--- config.mk ---
export PLATFORM = sky130hd
export DESIGN_NAME = spi_target_port
export DESIGN_NICKNAME = d
export VERILOG_FILES = /design/src/rtl/slurm16_spi_pkg.sv /design/src/rtl/spi_input_sync.sv /design/src/rtl/spi_target_port.sv
export SDC_FILE = /design/constraint.sdc
export NUM_CORES = 1
export LEC_CHECK = 0
export CORE_MARGIN = 3
export CORE_UTILIZATION = 25
export DETAILED_ROUTE_END_ITERATION = 8
export PLACE_DENSITY = 0.39
export SETUP_SLACK_MARGIN = 0.15
export SLEW_MARGIN = 20
export SYNTH_ARGS = -nofsm -noshare
export SYNTH_HDL_FRONTEND = slang
export SYNTH_SLANG_ARGS = --single-unit
export TNS_END_PERCENT = 1
--- constraint.sdc ---
create_clock -name CLK -period 4.82 [get_ports CLK]
set_clock_uncertainty 0.1 [all_clocks]
set_input_delay 0.482 -clock CLK [delete_from_list [all_inputs] [get_ports CLK]]
set_output_delay 0.482 -clock CLK [all_outputs]
set_load 0.02 [all_outputs]
--- src/rtl/slurm16_spi_pkg.sv ---
// Shared definitions for the slurm16 SPI target peripheral: register map,
// STATUS/CONTROL bit positions and the word driven when no TX data is queued.
package slurm16_spi_pkg;

  typedef enum logic [1:0] {
    REG_TXDATA  = 2'd0,
    REG_RXDATA  = 2'd1,
    REG_STATUS  = 2'd2,
    REG_CONTROL = 2'd3
  } reg_addr_e;

  // STATUS bit positions
  localparam int unsigned ST_RX_VALID  = 0;
  localparam int unsigned ST_TX_EMPTY  = 1;
  localparam int unsigned ST_OVERRUN   = 2;
  localparam int unsigned ST_UNDERRUN  = 3;
  localparam int unsigned ST_ABORT     = 4;
  localparam int unsigned ST_SS_ACTIVE = 5;

  // CONTROL bit positions
  localparam int unsigned CTL_EN   = 0;
  localparam int unsigned CTL_RXIE = 1;
  localparam int unsigned CTL_TXIE = 2;

  // Shifted out when the master clocks a word that software never supplied
  localparam logic [15:0] IDLE_FILL = 16'hFFFF;

endpackage

--- src/rtl/spi_input_sync.sv ---
// Synchronizer for one asynchronous SPI pin plus a history flop for edge
// detection. Flops reset to the pin's idle level so reset never fakes an edge.
module spi_input_sync #(
  parameter int unsigned STAGES = 2,
  parameter logic        IDLE   = 1'b0
) (
  input  logic clk,
  input  logic rst,
  input  logic din,
  output logic level,
  output logic rise,
  output logic fall
);

  logic [STAGES-1:0] chain;
  logic              hist;

  // Shift the pin through the synchronizer and remember the previous level
  always_ff @(posedge clk) begin
    if (rst) begin
      chain <= {STAGES{IDLE}};
      hist  <= IDLE;
    end else begin
      chain <= {chain[STAGES-2:0], din};
      hist  <= chain[STAGES-1];
    end
  end

  assign level = chain[STAGES-1];
  assign rise  = chain[STAGES-1] & ~hist;
  assign fall  = ~chain[STAGES-1] & hist;

endmodule

--- src/rtl/spi_target_port.sv ---
// SPI mode-0 target endpoint behind the slurm16 memory controller.
// Four registers (TXDATA, RXDATA, STATUS, CONTROL); all SPI pins are
// oversampled in the CLK domain, so SCK must be at most CLK/8.
module spi_target_port
  import slurm16_spi_pkg::*;
#(
  parameter int unsigned WORD_BITS   = 16,
  parameter int unsigned SYNC_STAGES = 2
) (
  input  logic                 CLK,
  input  logic                 RST,
  input  logic [1:0]           ADDR,
  input  logic [WORD_BITS-1:0] DATA_IN,
  output logic [WORD_BITS-1:0] DATA_OUT,
  input  logic                 WR,
  input  logic                 RD,
  input  logic                 SCK_I,
  input  logic                 SSb_I,
  input  logic                 SI,
  output logic                 SO,
  output logic                 SO_OE,
  output logic                 IRQ
);

  localparam int unsigned          CNT_W    = $clog2(WORD_BITS);
  localparam logic [CNT_W-1:0]     LAST_BIT = CNT_W'(WORD_BITS - 1);
  // Idle fill replicated to the configured word width
  localparam logic [WORD_BITS-1:0] FILL     = {WORD_BITS{IDLE_FILL[0]}};

  // Conditioned SPI pins
  logic sck_rise, sck_fall, sck_level_unused;
  logic ss_level, ss_rise, ss_fall;
  logic si_level, si_rise_unused, si_fall_unused;

  spi_input_sync #(.STAGES(SYNC_STAGES), .IDLE(1'b0)) u_sync_sck (
    .clk(CLK), .rst(RST), .din(SCK_I),
    .level(sck_level_unused), .rise(sck_rise), .fall(sck_fall)
  );

  spi_input_sync #(.STAGES(SYNC_STAGES), .IDLE(1'b1)) u_sync_ss (
    .clk(CLK), .rst(RST), .din(SSb_I),
    .level(ss_level), .rise(ss_rise), .fall(ss_fall)
  );

  spi_input_sync #(.STAGES(SYNC_STAGES), .IDLE(1'b1)) u_sync_si (
    .clk(CLK), .rst(RST), .din(SI),
    .level(si_level), .rise(si_rise_unused), .fall(si_fall_unused)
  );

  // Architectural state
  logic                 ctrl_en, ctrl_rxie, ctrl_txie;
  logic [WORD_BITS-1:0] tx_hold, tx_shift, rx_shift, rx_hold;
  logic                 tx_valid, rx_valid;
  logic [CNT_W-1:0]     bitcnt;
  logic                 word_done, ss_active;
  logic                 overrun, underrun, abort_flag;

  // Next-state values
  logic                 ctrl_en_n, ctrl_rxie_n, ctrl_txie_n;
  logic [WORD_BITS-1:0] tx_hold_n, tx_shift_n, rx_shift_n, rx_hold_n;
  logic                 tx_valid_n, rx_valid_n;
  logic [CNT_W-1:0]     bitcnt_n;
  logic                 word_done_n, ss_active_n;
  logic                 overrun_n, underrun_n, abort_n;
  logic [WORD_BITS-1:0] data_out_n;
  logic                 so_n, so_oe_n, irq_n;

  // Per-cycle helpers
  reg_addr_e            reg_sel;
  logic                 wr_tx, wr_st, wr_ctrl, rd_rx;
  logic                 frame_start, frame_end;
  logic                 tx_load;
  logic                 overrun_set, underrun_set, abort_set;
  logic [WORD_BITS-1:0] rx_word, status, ctrl_word;

  assign reg_sel     = reg_addr_e'(ADDR);
  assign wr_tx       = WR && (reg_sel == REG_TXDATA);
  assign wr_st       = WR && (reg_sel == REG_STATUS);
  assign wr_ctrl     = WR && (reg_sel == REG_CONTROL);
  assign rd_rx       = RD && (reg_sel == REG_RXDATA);
  assign frame_start = ss_fall && ctrl_en;
  // Clearing EN inside a frame ends it exactly as a deselect would
  assign frame_end   = ss_active && (ss_rise || (wr_ctrl && !DATA_IN[CTL_EN]));
  assign rx_word     = {rx_shift[WORD_BITS-2:0], si_level};

  // Register read views
  always_comb begin
    status                = '0;
    status[ST_RX_VALID]   = rx_valid;
    status[ST_TX_EMPTY]   = ~tx_valid;
    status[ST_OVERRUN]    = overrun;
    status[ST_UNDERRUN]   = underrun;
    status[ST_ABORT]      = abort_flag;
    status[ST_SS_ACTIVE]  = ss_active;
    ctrl_word             = '0;
    ctrl_word[CTL_EN]     = ctrl_en;
    ctrl_word[CTL_RXIE]   = ctrl_rxie;
    ctrl_word[CTL_TXIE]   = ctrl_txie;
  end

  // Next-state for SPI shifting and bus side effects. Ordering resolves
  // same-cycle collisions: an RXDATA read clears rx_valid before a completing
  // word may set it again, a TX load consumes the old tx_hold before a
  // TXDATA write lands, and flag sets override write-1-to-clear.
  always_comb begin
    ctrl_en_n    = ctrl_en;
    ctrl_rxie_n  = ctrl_rxie;
    ctrl_txie_n  = ctrl_txie;
    tx_hold_n    = tx_hold;
    tx_shift_n   = tx_shift;
    rx_shift_n   = rx_shift;
    rx_hold_n    = rx_hold;
    tx_valid_n   = tx_valid;
    rx_valid_n   = rx_valid;
    bitcnt_n     = bitcnt;
    word_done_n  = word_done;
    ss_active_n  = ss_active;
    tx_load      = 1'b0;
    overrun_set  = 1'b0;
    underrun_set = 1'b0;
    abort_set    = 1'b0;

    if (rd_rx) rx_valid_n = 1'b0;

    if (wr_ctrl) begin
      ctrl_en_n   = DATA_IN[CTL_EN];
      ctrl_rxie_n = DATA_IN[CTL_RXIE];
      ctrl_txie_n = DATA_IN[CTL_TXIE];
    end

    if (frame_start) begin
      ss_active_n = 1'b1;
      bitcnt_n    = '0;
      word_done_n = 1'b0;
      tx_load     = 1'b1;
    end else if (frame_end) begin
      if (bitcnt != '0) abort_set = 1'b1;
      ss_active_n = 1'b0;
      bitcnt_n    = '0;
      word_done_n = 1'b0;
    end else if (ss_active) begin
      if (sck_rise) begin
        if (bitcnt == LAST_BIT) begin
          bitcnt_n    = '0;
          word_done_n = 1'b1;
          if (rx_valid && !rd_rx) begin
            overrun_set = 1'b1;
          end else begin
            rx_hold_n  = rx_word;
            rx_valid_n = 1'b1;
          end
        end else begin
          rx_shift_n = rx_word;
          bitcnt_n   = bitcnt + 1'b1;
        end
      end else if (sck_fall) begin
        if (bitcnt == '0 && word_done) begin
          tx_load     = 1'b1;
          word_done_n = 1'b0;
        end else begin
          tx_shift_n = {tx_shift[WORD_BITS-2:0], 1'b1};
        end
      end
    end

    if (tx_load) begin
      if (tx_valid) begin
        tx_shift_n = tx_hold;
        tx_valid_n = 1'b0;
      end else begin
        tx_shift_n   = FILL;
        underrun_set = 1'b1;
      end
    end

    if (wr_tx) begin
      tx_hold_n  = DATA_IN;
      tx_valid_n = 1'b1;
    end

    overrun_n  = (overrun    & ~(wr_st & DATA_IN[ST_OVERRUN]))  | overrun_set;
    underrun_n = (underrun   & ~(wr_st & DATA_IN[ST_UNDERRUN])) | underrun_set;
    abort_n    = (abort_flag & ~(wr_st & DATA_IN[ST_ABORT]))    | abort_set;
  end

  // Registered outputs derived from the values being committed this cycle
  always_comb begin
    data_out_n = DATA_OUT;
    if (RD) begin
      unique case (reg_sel)
        REG_TXDATA:  data_out_n = '0;
        REG_RXDATA:  data_out_n = rx_hold;
        REG_STATUS:  data_out_n = status;
        REG_CONTROL: data_out_n = ctrl_word;
        default:     data_out_n = '0;
      endcase
    end
    so_oe_n = ctrl_en_n & ~ss_level;
    so_n    = so_oe_n ? tx_shift_n[WORD_BITS-1] : 1'b1;
    irq_n   = (ctrl_rxie_n & rx_valid_n) |
              (ctrl_txie_n & ~tx_valid_n) |
              (ctrl_rxie_n & (overrun_n | abort_n));
  end

  // State and output registers
  always_ff @(posedge CLK) begin
    if (RST) begin
      ctrl_en    <= 1'b0;
      ctrl_rxie  <= 1'b0;
      ctrl_txie  <= 1'b0;
      tx_hold    <= FILL;
      tx_shift   <= FILL;
      rx_shift   <= '0;
      rx_hold    <= '0;
      tx_valid   <= 1'b0;
      rx_valid   <= 1'b0;
      bitcnt     <= '0;
      word_done  <= 1'b0;
      ss_active  <= 1'b0;
      overrun    <= 1'b0;
      underrun   <= 1'b0;
      abort_flag <= 1'b0;
      DATA_OUT   <= '0;
      SO         <= 1'b1;
      SO_OE      <= 1'b0;
      IRQ        <= 1'b0;
    end else begin
      ctrl_en    <= ctrl_en_n;
      ctrl_rxie  <= ctrl_rxie_n;
      ctrl_txie  <= ctrl_txie_n;
      tx_hold    <= tx_hold_n;
      tx_shift   <= tx_shift_n;
      rx_shift   <= rx_shift_n;
      rx_hold    <= rx_hold_n;
      tx_valid   <= tx_valid_n;
      rx_valid   <= rx_valid_n;
      bitcnt     <= bitcnt_n;
      word_done  <= word_done_n;
      ss_active  <= ss_active_n;
      overrun    <= overrun_n;
      underrun   <= underrun_n;
      abort_flag <= abort_n;
      DATA_OUT   <= data_out_n;
      SO         <= so_n;
      SO_OE      <= so_oe_n;
      IRQ        <= irq_n;
    end
  end

endmodule

Word level (Yosys, flattened, before mapping)
Index checks and enable logic that the tools add are counted.
{"block": "word_totals", "register_bits": 104, "output_inout_bits": 19, "elab_cells": 141}
{"block": "classes", "bitwise_logic": 34, "n_reduce_logical": 27, "muxes": 45, "eq_ne": 9, "n_addsub": 1}
{"op": "16-bit two-way mux", "count": 8}
{"op": "16-bit one-hot mux with 4 select lines", "count": 1}
{"op": "1-bit two-way mux", "count": 35}
{"op": "1-bit bitwise AND", "count": 14}
{"op": "1-bit inverter", "count": 14}
{"op": "6-bit AND reduction", "count": 2}
{"op": "2-bit nonzero test", "count": 5}
{"op": "1-bit logical AND", "count": 9}
{"op": "2-bit by 1-bit inequality test with 1-bit output (second input constant)", "count": 4}
{"op": "1-bit OR", "count": 6}
{"op": "5-bit AND reduction", "count": 1}
{"op": "4-bit by 1-bit adder with 4-bit output (second input constant)", "count": 1}
{"op": "2-bit == test (second input constant)", "count": 2}
{"op": "4-bit == test (second input constant)", "count": 1}
{"op": "4-bit logical NOT", "count": 1}
{"op": "4-bit two-way mux", "count": 1}
{"op": "4-bit AND reduction", "count": 1}
{"op": "4-bit nonzero test", "count": 1}
{"op": "3-bit OR reduction", "count": 1}
{"op": "2-bit by 1-bit == test with 1-bit output (second input constant)", "count": 1}
{"op": "1-bit logical NOT", "count": 2}
{"op": "2-bit logical NOT", "count": 1}
{"op": "2-bit inequality test (second input constant)", "count": 1}
{"op": "2-bit AND reduction", "count": 1}
{"op": "2 further kinds", "count": 2}

Longest topological paths before layout
Gate-level depths: netlist of the first run.
{"block": "depth", "word_depth": 14, "depth_mapped": 9}

Hierarchy
Synthesis of the first run repeated with hierarchy kept, for this count alone.
{"block": "hier_totals", "cells_unflattened": 457, "hier_area_um2": 4210.3}
{"mod": "spi_target_port", "seq_area_each_um2": 1921.8, "n_inst": 1, "cells_each": 433, "area_per_inst_um2": 3933.8}
{"mod": "spi_input_sync (u_sync_si ...)", "seq_area_each_um2": 60.1, "n_inst": 2, "cells_each": 8, "area_per_inst_um2": 92.6}
{"mod": "spi_input_sync (u_sync_sck)", "seq_area_each_um2": 60.1, "n_inst": 1, "cells_each": 8, "area_per_inst_um2": 91.3}

Worst setup path after synthesis of the first run
No wires, ideal clock.
{"block": "synth_path", "kind": "input to register", "start": "in ADDR[1]", "end": "reg IRQ", "slack_ns": 2.704, "path_buffers": 1, "path_stages": 6, "required_ns": 4.603, "arrival_time_ns": 1.899, "cell_sequence": "buf_6 -> and4b_4 -> or2_1 -> a32o_1 -> or4b_1 -> a22o_1"}
{"block": "synth_between", "elab_chain_len": 14, "elab_cells_between_ends": 49, "cone_classes": "eq/ne (3); mux (21); bitwise (15); reduce/logical (10)"}
{"element": "start: declaration", "line": "spi_target_port.sv:12", "source": "input logic [1:0] ADDR,"}
{"element": "2-bit by 1-bit == test with 1-bit output", "line": "spi_target_port.sv:80", "source": "assign rd_rx = RD && (reg_sel == REG_RXDATA);"}
{"element": "1-bit logical AND", "line": "spi_target_port.sv:80"}
{"element": "1-bit logical NOT", "line": "spi_target_port.sv:146", "source": "if (rx_valid && !rd_rx) begin"}
{"element": "1-bit logical AND", "line": "spi_target_port.sv:146"}
{"element": "1-bit two-way mux", "line": "spi_target_port.sv:146"}
{"element": "1-bit two-way mux", "line": "spi_target_port.sv:143", "source": "if (bitcnt == LAST_BIT) begin"}
{"element": "1-bit two-way mux", "line": "spi_target_port.sv:142", "source": "if (sck_rise) begin"}
{"element": "1-bit two-way mux", "line": "spi_target_port.sv:141", "source": "end else if (ss_active) begin"}
{"element": "1-bit two-way mux", "line": "spi_target_port.sv:136", "source": "end else if (frame_end) begin"}
{"element": "1-bit two-way mux", "line": "spi_target_port.sv:131", "source": "if (frame_start) begin"}
{"element": "1-bit OR", "line": "spi_target_port.sv:181", "source": "overrun_n = (overrun & ~(wr_st & DATA_IN[ST_OVERRUN])) | overrun_set;"}
{"element": "1-bit OR", "line": "spi_target_port.sv:202", "source": "(ctrl_rxie_n & (overrun_n | abort_n));"}
{"element": "1-bit bitwise AND", "line": "spi_target_port.sv:202"}
{"element": "1-bit OR *", "line": "spi_target_port.sv:201", "source": "(ctrl_txie_n & ~tx_valid_n) |"}
{"element": "end signal: assignment", "line": "spi_target_port.sv:246", "source": "IRQ <= irq_n;"}
{"element": "end: declaration", "line": "spi_target_port.sv:22", "source": "output logic IRQ"}
Mark *: on every way between the ends. The rest lies on a longest branch, timed or not.
A chain may end at the register's enable or synchronous reset.

Worst setup path after layout of the first run
{"block": "layout_path", "start": "in ADDR[0]", "end": "reg rx_shift[12]"}
{"block": "layout_between", "elab_chain_len": 7}
{"element": "2-bit == test", "line": "spi_target_port.sv:79", "source": "assign wr_ctrl = WR && (reg_sel == REG_CONTROL);"}
{"element": "1-bit logical AND", "line": "spi_target_port.sv:79"}
{"element": "1-bit logical AND", "line": "spi_target_port.sv:83", "source": "assign frame_end = ss_active && (ss_rise || (wr_ctrl && !DATA_IN[CTL_EN]));"}
{"element": "1-bit logical OR", "line": "spi_target_port.sv:83"}
{"element": "1-bit logical AND", "line": "spi_target_port.sv:83"}
{"element": "1-bit inverter (no source line)"}
{"element": "5-bit AND reduction (no source line)"}
{"element": "end signal: assignment", "line": "spi_target_port.sv:233", "source": "rx_shift <= rx_shift_n;"}
{"element": "end: declaration", "line": "spi_target_port.sv:52", "source": "logic [WORD_BITS-1:0] tx_hold, tx_shift, rx_shift, rx_hold;"}
Every way passes these cells.

==> results of run 1 <==
==> cell families (layout without fill, tap and decap cells) <==
logic type      after synthesis  after routing  synth area share (%)
simple gates                156            156                  19.3
compound gates              101            101                  15.5
mux                          37             37                  9.07
xor+xnor                      1              1                 0.213
flops                       104            104                  50.7
buf+inv                      37             67                  4.02
fa+ha+maj                     4              4                  1.22
==> placed cells by master (no fill, tap or decap), types with 2 or more instances in the layout <==
| cell | instances |
|---|---|
| a211o_1 | 16 |
| or2_2 | 5 |
| a22oi_1 | 7 |
| nand3b_1 | 4 |
| nor2_1 | 76 |
| mux2i_1 | 35 |
| nand3_1 | 6 |
| nor3_1 | 2 |
| clkdlybuf4s50_1 | 42 |
| a31oi_1 | 15 |
| and2_1 | 3 |
| a21o_1 | 2 |
| inv_1 | 8 |
| o21ai_0 | 18 |
| a21oi_1 | 33 |
| buf_4 | 3 |
| nand2_1 | 12 |
| ha_1 | 4 |
| a211oi_1 | 6 |
| nor2b_1 | 32 |
| clkbuf_16 | 9 |
| or3_1 | 3 |
| clkbuf_8 | 2 |
| mux2_2 | 2 |
| dfxtp_1 | 104 |
==> layout make-up <==
cell class                      instances  area, um2
Multi-Input combinational cell        299       1870
Inverter                                8       30.0
Sequential cell                       104       2080
Clock inverter                          1       5.00
Clock buffer                           12        256
Timing Repair Buffer                   46        448
Fill cell                            1734      11000
Tap cell                              216        270
==> sequential cells by signal, summed over array words and instances (netlist names), 2 cells and up <==
register          count
DATA_OUT             16
bitcnt                4
rx_hold              16
rx_shift             15
tx_hold              16
tx_shift             16
u_sync_sck.chain      2
u_sync_si.chain       2
u_sync_ss.chain       2
==> metal layers <==
| layer | vias up | GRT usage (%) | routed length [um] |
|---|---|---|---|
| met2 | 51 | 17.8 | 4570 |
| met4 | 0 | 3.17 | 113 |
| met3 | 13 | 4.28 | 494 |
| met1 | 1480 | 15.1 | 4720 |
| met5 | - | 0 | 0 |
| li1 | 1584 | - | - |
==> cell usage after synthesis, types with 4 or more instances <==
| master | count | area share [%] |
|---|---|---|
| a211o_1 | 16 | 3.4 |
| a211oi_1 | 6 | 1.1 |
| a21oi_1 | 33 | 4.0 |
| a22oi_1 | 7 | 1.3 |
| a31oi_1 | 15 | 2.3 |
| clkbuf_1 | 20 | 1.8 |
| dfxtp_1 | 104 | 51 |
| ha_1 | 4 | 1.2 |
| inv_1 | 8 | 0.73 |
| mux2i_1 | 35 | 8.5 |
| nand2_1 | 12 | 1.1 |
| nand3_1 | 6 | 0.73 |
| nand3b_1 | 4 | 0.73 |
| nor2_1 | 76 | 6.9 |
| nor2b_1 | 32 | 4.9 |
| o21ai_0 | 18 | 2.2 |
| or2_2 | 5 | 0.76 |
==> worst register-to-register path: cells and delay by family, from the launching register on <==
kind	cells	cell delay [ps]
simple gates	4	1370
flops	1	560
mux	1	280
==> how the worst min path moves through the flow <==
stage / start / end / slack [ps] / cells past startpoint
after floorplan: u_sync_si.chain[0] / u_sync_si.chain[1] / 290 / 1
after global routing: u_sync_ss.chain[0] / u_sync_ss.chain[1] / 320 / 1
after CTS: u_sync_ss.chain[0] / u_sync_ss.chain[1] / 320 / 1
after global placement: u_sync_ss.chain[0] / u_sync_ss.chain[1] / 300 / 1
after detailed placement: u_sync_ss.chain[0] / u_sync_ss.chain[1] / 300 / 1
final: u_sync_si.chain[0] / u_sync_si.chain[1] / 310 / 1
==> stage by stage <==
stage	utilization [%]	hold WS, ps
global placement	29.4	298
finish	31.0	310
global route	31.0	323
detailed placement	29.4	299
floorplan	-	289
CTS	31.0	315
==> report_power, final <==
part           internal, uW  total (uW)  switching (uW)
logic                  41.9        94.3            52.4
clock network           369         675             306
registers               873         881            7.60
total                  1280        1650             366
==> impl_metrics.json, run 1 <==
{
  "status": "finished clean",
  "drive_gt1_share_pct": 5.96,
  "setup_viol": 0,
  "ys_seq_area_share_pct": 50.7,
  "arrival_ps": 2830,
  "grt_pass1_vias": 2977,
  "synth_nets": 469,
  "critical_path.top_delay_family": "simple AND/OR/NAND/NOR gates",
  "cts_setup_buffers": 0,
  "async_flop_share_pct": 0,
  "layoutNonFillerInstCount": 686,
  "portBuffers": 43,
  "drv_cap": 0,
  "slew_headroom_pct": 32.5,
  "ys_warn_count": 0,
  "peakVddDrop_mv": 0.172,
  "crit_cells": 6,
  "dp_cells": 673,
  "r2r_end": "rx_shift[12]",
  "rsz0062_at_grt": "no",
  "cts_root_buf": "clkbuf_16",
  "core_um2": 16000,
  "routedWlPerCell_um": 14.4,
  "fin_crit_ps": 2740,
  "cts_tree": "yes",
  "cts_buffers": 9,
  "vias_per_cell": 4.56,
  "vias": 3128,
  "synth_ff_type": "dfxtp_1",
  "fmax_mhz": 365,
  "cp.required_ps": 4910,
  "ys_types": 43,
  "avgSynthCellArea_um2": 9.34,
  "max_stage_delay_ps": 790,
  "clock_latency_ps": 350,
  "post-route-period-util_pct": 56.8,
  "path_max_fanout": 15,
  "final_nets": 497,
  "crit_path_start": "ADDR[0]",
  "grt-ovfl-total": 0,
  "syn_inst": 440,
  "cts.clk_slew.worst_paths_ps": 60,
  "drc_errors": 0,
  "rows": 46,
  "die_y_um": 134,
  "cp_slowest_cell": "and2_1",
  "antenna_left": 0,
  "drv_slew": 0,
  "cp-end-kind": "flip-flop",
  "crit_path_end": "rx_shift[12]",
  "setup_tns_ps": 0,
  "rr_worst_depth": 5,
  "path_buf_inv": 1,
  "syn2layout_area_growth_pct": 20.7,
  "total_power_uw": 1650,
  "ctsResizeCount": 0,
  "timing.critical_path.cells": "clkdlybuf4s50_1, and4b_4, nor4_4, and2_1, mux2i_1, nor2_1",
  "cts_buffer_depth": 2,
  "hold_path_class": "flip-flop to flip-flop",
  "initial_core_util_pct": 25.7,
  "tightest_slew_ps": 1010,
  "pre_cts_ws_ps": 1720,
  "synth-edff-count": 0,
  "cts.hold.buffers_added": 0,
  "htree_levels": 3,
  "first_pass_iters": 5,
  "r2r_start": "ss_active",
  "netlist_area_um2": 4110,
  "antenna_found_initial": 0,
  "p_leak_uw": 0.00183,
  "fp.dieW_um": 134,
  "place_congestion": 0.752,
  "drt_iter0_markers": 165,
  "ioPinCount": 44,
  "critPathKind": "input port to flip-flop",
  "p_per_area_nw_per_um2": 333,
  "wl_um": 9900,
  "crit_path_start_kind": "input port",
  "dpl_cell_area_um2": 4700,
  "rrSetupSlack_ps": 2360,
  "grt_max_degree": 97,
  "ys_ff_latch": 104,
  "cts_sinks": 104,
  "die_area_um2": 18000,
  "finalInstanceArea_um2": 4960,
  "grt_usage_pct": 11.5,
  "finalHoldViolCount": 0,
  "layout_setup_ws_ps": 2080,
  "diodes": 0,
  "grt_pass1_wl_um": 16200,
  "hpwl_um": 6520
}
No activity file was read; power rests on OpenSTA's default activity.
==> inputs of run 2 (changes only) <==
- PLACE_DENSITY: 0.39 -> 0.4
- clock period: 4.82 -> 2.5 ns (I/O delays scaled with it)
==> run 2 against run 1 <==
Design area rose by 3.4%. Sequential share of layout area down 1.4 points. Clock-buffer cell count rose by 1. Via count shrank 0.13%. Total power increased by 100%. Worst hold slack worse by 140 ps. Sequential power rose by 93%. Register-to-register slack got worse by 2000 ps. Core utilization rose by 1.1 points. Wire length is 0.15% lower. Die area unchanged.
==> impl_metrics.json, run 2 (synthesis gave the netlist of run 1 again) <==
{
  "status": "finished clean",
  "p_per_area_nw_per_um2": 653,
  "grt_usage_pct": 11.2,
  "die_y_um": 134,
  "worstHoldStart": "RST",
  "register_area_um2": 2080,
  "cp-end-kind": "flip-flop",
  "htree_levels": 3,
  "cts.clk_slew.worst_paths_ps": 70,
  "initial_core_util_pct": 25.7,
  "cts.hold.buffers_added": 0,
  "hpwl_um": 6800,
  "finalHoldViolCount": 0,
  "syn2layout_area_growth_pct": 24.8,
  "dp_cells": 686,
  "fmax_mhz": 473,
  "cts_setup_buffers": 0,
  "setup_viol": 0,
  "final_nets": 510,
  "path_max_fanout": 5,
  "multi_input_area_um2": 1870,
  "grt_max_degree": 34,
  "drive_gt1_share_pct": 8.87,
  "ioPinCount": 44,
  "hold-path-cell-count": 2,
  "wl_um": 9890,
  "fp.dieW_um": 134,
  "p_leak_uw": 0.00192,
  "portBuffers": 43,
  "hold_end": "u_sync_sck.hist",
  "ctsResizeCount": 0,
  "crit_path_start_kind": "flip-flop",
  "die_area_um2": 18000,
  "critPathKind": "flip-flop to flip-flop",
  "r2r_end": "IRQ",
  "tightest_slew_ps": 597,
  "fin_util_pct": 32.1,
  "cts_buffers": 9,
  "arrival_ps": 2260,
  "layoutNonFillerInstCount": 701,
  "core_um2": 16000,
  "peakVddDrop_mv": 0.276,
  "clock_latency_ps": 350,
  "rows": 46,
  "drv_slew": 0,
  "cts_tree": "yes",
  "drc_errors": 0,
  "vias": 3124,
  "final_common_cell": "dfxtp_1",
  "setup_tns_ps": 0,
  "place_congestion": 0.810,
  "nFillCells": 1723,
  "slew_headroom_pct": 59.8,
  "r2r_start": "bitcnt[0]",
  "final_cell_mix": "dfxtp_1 (104), nor2_1 (76), clkdlybuf4s50_1 (42)",
  "cts_buffer_depth": 2,
  "rr_worst_depth": 7,
  "first_pass_iters": 4,
  "cts_sinks": 104,
  "vias_per_cell": 4.46,
  "grt-ovfl-total": 0,
  "post-route-period-util_pct": 84.6,
  "cts_root_buf": "clkbuf_16",
  "rsz0062_at_grt": "no",
  "routedWlPerCell_um": 14.1,
  "fin_crit_ps": 2120,
  "grt_pass1_wl_um": 16000,
  "diodes": 0,
  "drv_cap": 0,
  "rrSetupSlack_ps": 380,
  "grt_pass1_vias": 2980,
  "antenna_found_initial": 0,
  "drt_iter0_markers": 186,
  "hold_path_class": "input port to flip-flop",
  "cp.required_ps": 2640,
  "antenna_left": 0
}
run 2: cell types whose count changed in the layout (fill, tap and decap cells not counted), sizes merged:
cell      before  now
clkbuf        12   13
bufinv         0    1
buf            4   17
clkinvlp       0    1
clkinv         1    0
run 2: final cells by class:
| cell class | count | share of cell area, % |
|---|---|---|
| repair buffers | 59 | 11.1 |
| clock buffers | 13 | 5.27 |
| multi-input cells | 299 | 36.4 |
| flip-flops and latches | 104 | 40.6 |
| clock inverters | 2 | 0.732 |
| well taps | 216 | 5.27 |
| inverters | 8 | 0.586 |
run 2: per-stage QoR:
stage / hold WS [ps] / power [uW] / worst slack [ps] / instance area [um2]
after floorplan: 254 / 1840 / 594 / 4110
after detailed placement: 304 / 1930 / 141 / 4820
after CTS: 167 / 3410 / 396 / 5130
after global routing: 191 / 3490 / 251 / 5130
final: 172 / 3350 / 385 / 5130
after global placement: 297 / 1930 / 162 / 4820
run 2: how the worst max path moves through the flow:
stage | cells after the start | from | end
6_report | 7 | bitcnt[0] | IRQ
5_1_grt | 7 | bitcnt[0] | IRQ
4_1_cts | 7 | bitcnt[0] | IRQ
3_5_place_dp | 6 | DATA_IN[0] | IRQ
3_3_place_gp | 6 | DATA_IN[0] | IRQ
2_1_floorplan | 7 | bitcnt[0] | IRQ
run 2: per-layer routing:
| metal | wire length [um] | track usage [%] |
|---|---|---|
| met1 | 5000 | 15.4 |
| met4 | 174 | 4.92 |
| met3 | 252 | 2.29 |
| met5 | 0 | 0 |
| met2 | 4460 | 17.1 |
run 2: critical path, cell delays in order, from the launching register on:
cell and delay, ps:
dfxtp_1 340, inv_1 80, ha_1 170, nor3b_1 260, nor2_1 100, a32o_1 280, or4b_1 460, a22o_1 200
run 2: power breakdown:
group          leakage [uW]  total (uW)  switching [uW]  internal, uW
clock              0.000148        1460             604           854
sequential         0.000844        1700            14.6          1680
combinational      0.000926         191             103          88.5
==> inputs of run 3 (changes only) <==
- PLACE_DENSITY: 0.4 -> 0.39
- clock period: 2.5 -> 2.15 ns (I/O delays scaled with it)
==> run 3 against run 2 <==
Critical endpoint unchanged. Setup slack worse by 220 ps. Design area up 4.8%. Fmax grew 6.7%.
==> impl_metrics.json, run 3 (synthesis gave the netlist of run 1 again) <==
{
  "cts.hold.buffers_added": 0,
  "fp.dieW_um": 134,
  "cp-end-kind": "flip-flop",
  "finalHoldViolCount": 0,
  "multi_input_area_um2": 1940,
  "status": "finished clean",
  "cp_slowest_cell": "or4b_4",
  "rsz0062_at_grt": "yes",
  "nFillCells": 1716,
  "wl_met2_um": 4440,
  "path_max_fanout": 2,
  "cts_buffer_depth": 2,
  "syn2layout_area_growth_pct": 30.7,
  "fin_util_pct": 33.6,
  "fin_crit_ps": 1980,
  "post-route-period-util_pct": 92.2,
  "cts_buffers": 9,
  "p_leak_uw": 0.00202,
  "cp.required_ps": 2300,
  "grt-ovfl-total": 0,
  "first_pass_iters": 4,
  "drive_gt1_share_pct": 14.6,
  "rows": 46,
  "peakVddDrop_mv": 0.378,
  "ioPinCount": 44,
  "tightest_slew_ps": 511,
  "cts.clk_slew.worst_paths_ps": 70,
  "final_common_cell": "dfxtp_1",
  "layout_setup_ws_ps": 168,
  "finalInstanceArea_um2": 5370,
  "grt_pass1_vias": 3055,
  "grt_pass1_wl_um": 16300,
  "hold_ws_ps": 203,
  "final_nets": 523,
  "drt_iter0_markers": 180,
  "drc_errors": 0,
  "cts_sinks": 104,
  "core_um2": 16000,
  "htree_levels": 3,
  "hpwl_um": 6910,
  "final_cell_mix": "dfxtp_1 (101), nor2_1 (76), clkdlybuf4s50_1 (42)",
  "pre_cts_ws_ps": -140,
  "die_y_um": 134,
  "register_area_um2": 2090,
  "fmax_mhz": 504,
  "cts_root_buf": "clkbuf_16",
  "place_congestion": 0.735,
  "grt_usage_pct": 11.4,
  "initial_core_util_pct": 25.7,
  "routedWlPerCell_um": 14.1,
  "drv_cap": 0,
  "setup_viol": 0,
  "antenna_left": 0,
  "critPathKind": "flip-flop to flip-flop",
  "dpl_cell_area_um2": 4990,
  "clock_latency_ps": 350,
  "max_stage_delay_ps": 520,
  "vias": 3140,
  "die_area_um2": 18000,
  "crit_path_start_kind": "flip-flop",
  "diodes": 0,
  "critical_path.top_delay_family": "simple AND/OR/NAND/NOR gates",
  "highest_layer": "met4",
  "portBuffers": 43,
  "path_buf_inv": 1,
  "wl_met3_um": 235,
  "antenna_found_initial": 0,
  "vias_per_cell": 4.39,
  "hold_path_class": "input port to flip-flop",
  "met1_length_um": 5220,
  "p_per_area_nw_per_um2": 728,
  "dp_cells": 699,
  "slew_headroom_pct": 65.9,
  "layoutNonFillerInstCount": 715,
  "cts_tree": "yes",
  "wl_um": 10100,
  "timing.critical_path.cells": "inv_2, ha_4, nor3b_4, nor2_1, a32o_2, or4b_4, a22o_1",
  "drv_slew": 0,
  "arrival_ps": 2130,
  "grt_max_degree": 37
}
-- run 3: changes by cell type in the layout (fill, tap and decap cells not counted), sizes merged --
cell	change
clkbuf	-4
buf	+13
clkinvlp	+1
clkinv	+1
inv	+3
-- run 3: metal layers --
metal / vias to the layer above / GRT usage [%]
li1: 1635 / -
met1: 1462 / 16.1
met2: 32 / 16.9
met3: 11 / 2.10
met4: 0 / 5.26
met5: - / 0
-- run 3: layout make-up --
type,instances,area share (%)
inverter,8,0.559
timing repair buffer,72,13.8
multi-input combinational,299,36.1
sequential,104,38.8
clock buffer,9,4.19
clock inverter,7,1.47
tap,216,5.03
-- run 3: worst paths after layout --
kind,start,to,slack [ps],cells after the start
setup reg to reg,bitcnt[1],IRQ,170,7
hold reg to reg,u_sync_ss.chain[0],u_sync_ss.chain[1],310,1
hold / removal,RST,u_sync_sck.hist,200,2
setup / recovery,bitcnt[1],IRQ,170,7
-- run 3: metrics by stage --
stage / total power, uW / setup TNS (ps)
global placement: 2270 / -123
floorplan: 2130 / 0
detailed placement: 2260 / -179
finish: 3910 / 0
CTS: 3980 / 0
global route: 4070 / 0
-- run 3: power by group --
| group | switching [uW] | leakage [uW] | internal, uW |
|---|---|---|---|
| sequential | 15.8 | 0.000845 | 1960 |
| combinational | 126 | 0.00104 | 120 |
| clock | 773 | 0.000144 | 918 |
| total | 914 | 0.00202 | 2990 |
-- run 3: worst register-to-register path, cell delays in order, from the launching register on --
cell,delay [ps]
dfxtp_2,330
inv_2,70
ha_4,130
nor3b_4,210
nor2_1,70
a32o_2,270
or4b_4,520
a22o_1,180
-- run 3: timing repair --
action                     4_1_cts  5_1_grt
gates resized for setup          4       16
setup buffers                    0        0
setup endpoints to repair        2       33
pin swaps                        0        5
